$ cat config.mk
export PLATFORM = sky130hd
export DESIGN_NAME = demux_2bit_1x4_reg
export DESIGN_NICKNAME = d
export VERILOG_FILES = /design/src/rtl/demux_2bit_1x4_reg.sv
export SDC_FILE = /design/constraint.sdc
export NUM_CORES = 1
export LEC_CHECK = 0
export CAP_MARGIN = 20
export CORE_MARGIN = 8
export CORE_UTILIZATION = 41
export CTS_CLUSTER_SIZE = 10
export DETAILED_ROUTE_END_ITERATION = 6
export HOLD_SLACK_MARGIN = 0.1
export PLACE_DENSITY_LB_ADDON = 0.1
export SETUP_SLACK_MARGIN = 0.15
export SLEW_MARGIN = 20
export SYNTH_ARGS = -nofsm -noshare
export SYNTH_HDL_FRONTEND = slang
export SYNTH_SLANG_ARGS = --single-unit
$ cat constraint.sdc
create_clock -name Clk -period 2.2 [get_ports Clk]
set_clock_uncertainty 0.2 [all_clocks]
set_input_delay 0.44 -clock Clk [delete_from_list [all_inputs] [get_ports Clk]]
set_output_delay 0.44 -clock Clk [all_outputs]
set_load 0.01 [all_outputs]
$ cat src/rtl/demux_2bit_1x4_reg.sv
// Registered 1-to-4 demultiplexer for 2-bit words.
// A producer word {In1,In0} is steered by {S1,S0} into one of four
// single-entry holding registers (A..D). Each channel drains through a
// valid/ack handshake; Count tracks accepted words modulo 16.
module demux_2bit_1x4_reg (
  input  logic       Clk,
  input  logic       Rst,
  input  logic       In1,
  input  logic       In0,
  input  logic       S1,
  input  logic       S0,
  input  logic       InValid,
  output logic       InReady,
  output logic       A1,
  output logic       A0,
  output logic       B1,
  output logic       B0,
  output logic       C1,
  output logic       C0,
  output logic       D1,
  output logic       D0,
  output logic       AValid,
  output logic       BValid,
  output logic       CValid,
  output logic       DValid,
  input  logic       AAck,
  input  logic       BAck,
  input  logic       CAck,
  input  logic       DAck,
  output logic [3:0] Count
);

  localparam int NUM_CH = 4;

  // Channel index 0..3 maps to A..D.
  logic [NUM_CH-1:0][1:0] data_q;
  logic [NUM_CH-1:0]      vld_q, vld_d;
  logic [NUM_CH-1:0]      ack;
  logic [NUM_CH-1:0]      load;
  logic [1:0]             sel;
  logic [1:0]             word;
  logic                   accept;
  logic [3:0]             count_q, count_d;

  // Handshake decode: ready looks only at the selected channel, so a full
  // channel elsewhere never stalls the producer. Ack on the selected
  // channel frees its slot in the same cycle.
  always_comb begin
    sel     = {S1, S0};
    word    = {In1, In0};
    ack     = {DAck, CAck, BAck, AAck};
    InReady = !vld_q[sel] || ack[sel];
    accept  = InValid && InReady;
    load    = '0;
    if (accept) load[sel] = 1'b1;
    count_d = count_q + (accept ? 4'd1 : 4'd0);
  end

  // Per-channel valid next state: load sets, ack without load clears,
  // ack on an empty channel falls through harmlessly.
  always_comb begin
    vld_d = '0;
    for (int i = 0; i < NUM_CH; i++)
      vld_d[i] = load[i] || (vld_q[i] && !ack[i]);
  end

  // Channel registers: data only changes on load, so it keeps the last
  // delivered word after the consumer acks.
  always_ff @(posedge Clk or posedge Rst) begin
    if (Rst) begin
      data_q <= '0;
      vld_q  <= '0;
    end else begin
      vld_q <= vld_d;
      for (int i = 0; i < NUM_CH; i++)
        if (load[i]) data_q[i] <= word;
    end
  end

  // Accepted-word counter, wraps silently.
  always_ff @(posedge Clk or posedge Rst) begin
    if (Rst) count_q <= '0;
    else     count_q <= count_d;
  end

  assign {A1, A0} = data_q[0];
  assign {B1, B0} = data_q[1];
  assign {C1, C0} = data_q[2];
  assign {D1, D0} = data_q[3];
  assign AValid   = vld_q[0];
  assign BValid   = vld_q[1];
  assign CValid   = vld_q[2];
  assign DValid   = vld_q[3];
  assign Count    = count_q;

endmodule

==> flow_metrics.tcl <==
set metrics [dict create \
    p_total_uw 929 \
    final_core_util_pct 64.8 \
    crit_arrival_ps 1390 \
    grt_use_total_pct 9.90 \
    final_cell_count_no_fill 102 \
    endpoint "InReady" \
    final_hold_viol_count 0 \
    fin_crit_sh_pct 92.1 \
    switchingPower_uw 251 \
    numClockSinks 16 \
    pre_cts_slack_ps -393 \
    finalSetupViolations 0 \
    drt_iter0_drc 10 \
    drt-wirelength-per-cell_um 14.1 \
    fin_crit_ps 2030 \
    cp-end-kind "output pin" \
    synth.avg_cell_area_um2 14.6 \
    grt_max_degree 17 \
    fill_cells 135 \
    slew_violations 0 \
    setup_slack_ps 174 \
    antennaDiodeCount 0 \
    ir_worst_vdd_mv 0.490 \
    die_height_um 57.0 \
    critPathRequiredTime_ps 1560 \
    final.setup.tns_ps 0 \
    start_util_pct 41.7 \
    grt_overflow 0 \
    startpoint "S1" \
    num_vias 484 \
    status "complete, no violations" \
    ys_ff_latch 16 \
    area_delta_synth_final_pct 55.6 \
    insertion_delay_ps 280 \
    p_int_uw 678 \
    power.share.clock_pct 20.4 \
    cts_tree "done" \
    yosys_most_used_dff "dfrtp_1" \
    routed_wl_um 1440 \
    combPwrFrac_pct 34.7 \
    reg2reg_to "Count[2]" \
    ant_nets 0 \
    gp_congestion 0.683 \
    seq_power_share_pct 44.9 \
    relSlewSlack_pct 59.9 \
    detail_route.vias_per_cell 4.75 \
    root_buffer "clkbuf_4" \
    synth_common_cells "16 x dfrtp_1, 8 x mux2_2, 5 x nand2_1" \
    seq_area_frac_synth_pct 58.2 \
    top_level_ports 28 \
    clkTransAtPathRegs_ps 90 \
    rrSetupSlack_ps 280 \
    grt_pass1_wl_um 2550 \
    rsz0062_at_grt "true" \
    htree_levels 1 \
    io_buffers 27 \
    syn_nets 60 \
    dp_cells 96 \
    rr_startpoint "vld_q[3]" \
    async_flop_share_pct 100 \
    dieArea_um2 3250 \
    drive_gt1_share_pct 31.8 \
    fmax_mhz 494 \
    cts_buffers 3 \
    p_leak_uw 0.000490 \
    postCtsHoldBufs 0 \
    yosys.cell_count.top_type "dfrtp_1" \
    hpwl_um 1160 \
    rows 15 \
    p_sw_share_pct 27.1 \
    postSynthCellCount 47 \
    min_path_type "flip-flop to flip-flop" \
    ys_types 17 \
    die-width_um 57.0 \
    synthTopCellsByArea "dfrtp_1 58%, mux2_2 13%, nand2b_4 8.0%, ha_1 3.6%, mux4_2 3.3%" \
    worst_pin_slew_ps 601 \
    antenna_found_initial 0 \
    clockBufferDepth 2 \
    nets 99 \
    path_max_fanout 2 \
    path_class "primary input to output pin" \
    yosys.area.top_type "dfrtp_1" \
    synth_top_area_share_pct 58.2 \
    ys_warn_count 0 \
    drcViolationCount 0 \
    worstSetupStartpointType "primary input" \
    dr.pass1.iters 4 \
    first_global_vias 550 \
    r2r_cells 6 \
    powerDensity_nw_per_um2 868 \
    synth_area_um2 688 \
    maxCapViolCount 0 \
    synth_edf_count 0 \
    coreArea_um2 1650 \
]
stage by stage:
stage | hold WS (ps) | cell area, um2
2_1_floorplan | 154 | 691
3_3_place_gp | 259 | 1020
3_5_place_dp | 262 | 1020
4_1_cts | 279 | 1070
5_1_grt | 303 | 1070
6_report | 271 | 1070
repair_timing:
action                                  in CTS  in global routing
endpoints found under the setup margin       3                  1
buffers inserted                             2                  0
gates resized for setup                     14                  0
area by class of cell:
type	instances	area, um2	share of cell area (%)
clock buffers	4	36.3	3.39
inverters	1	3.75	0.350
multi-input cells	30	287	26.8
flip-flops and latches	16	400	37.4
well taps	17	21.3	1.99
repair buffers	34	323	30.1
power groups by stage:
| stage | combinational, uW | sequential, uW | clock (uW) |
|---|---|---|---|
| floorplan | 89.0 | 459 | 0 |
| global placement | 323 | 424 | 0 |
| detailed placement | 329 | 426 | 0 |
| CTS | 331 | 420 | 200 |
| global route | 354 | 429 | 213 |
| finish | 323 | 417 | 189 |
sequential cells by signal, indices dropped and copies added (netlist names):
| register | count |
|---|---|
| D1 | 1 |
| B1 | 1 |
| vld_q | 4 |
| A1 | 1 |
| C0 | 1 |
| D0 | 1 |
| B0 | 1 |
| C1 | 1 |
| Count | 4 |
| A0 | 1 |
per-layer routing:
| layer | share of wire, % | GRT usage [%] | vias up |
|---|---|---|---|
| met5 | 0 | 0 | - |
| met4 | 0.90 | 4.03 | 0 |
| met3 | 6.8 | 3.99 | 2 |
| met2 | 51 | 16.7 | 15 |
| met1 | 41 | 10.7 | 229 |
| li1 | - | - | 238 |
how the worst min path moves through the flow:
stage                          end  slack [ps]     start  cells past startpoint
final                     Count[3]         270  Count[3]                      1
after global routing      Count[3]         300  Count[3]                      1
after CTS                 Count[3]         280  Count[3]                      1
after detailed placement  Count[3]         260  Count[3]                      1
after global placement    Count[3]         260  Count[3]                      1
after floorplan                 A0         150       Rst                      1
cell usage in the layout (no fill, tap or decap):
master            n
nand2b_4          4
o21ai_0           1
buf_6             1
dfrtp_1          16
mux4_2            1
nand4_1           1
clkbuf_4          3
and2_1            1
nor2b_1           1
clkbuf_8          1
and3_1            1
mux2_2            8
xor2_1            1
nand3_1           1
ha_1              1
ha_2              1
dlygate4sd2_1     1
nor3b_2           1
nand3b_1          1
inv_1             1
buf_4             7
xnor2_1           1
clkdlybuf4s15_1   4
nand2_1           5
clkdlybuf4s50_1  21
critical path, stage by stage:
cell and delay, ps:
clkdlybuf4s50_1 490, mux4_2 320, buf_6 140
cells by family after synthesis:
logic type | after synthesis | share of synthesized area, %
xor+xnor | 2 | 2.55
compound gates | 1 | 0.727
simple gates | 16 | 18.0
fa+ha+maj | 2 | 3.64
flops | 16 | 58.2
buf+inv | 1 | 0.545
mux | 9 | 16.4
(Power assumes the default switching activity.)
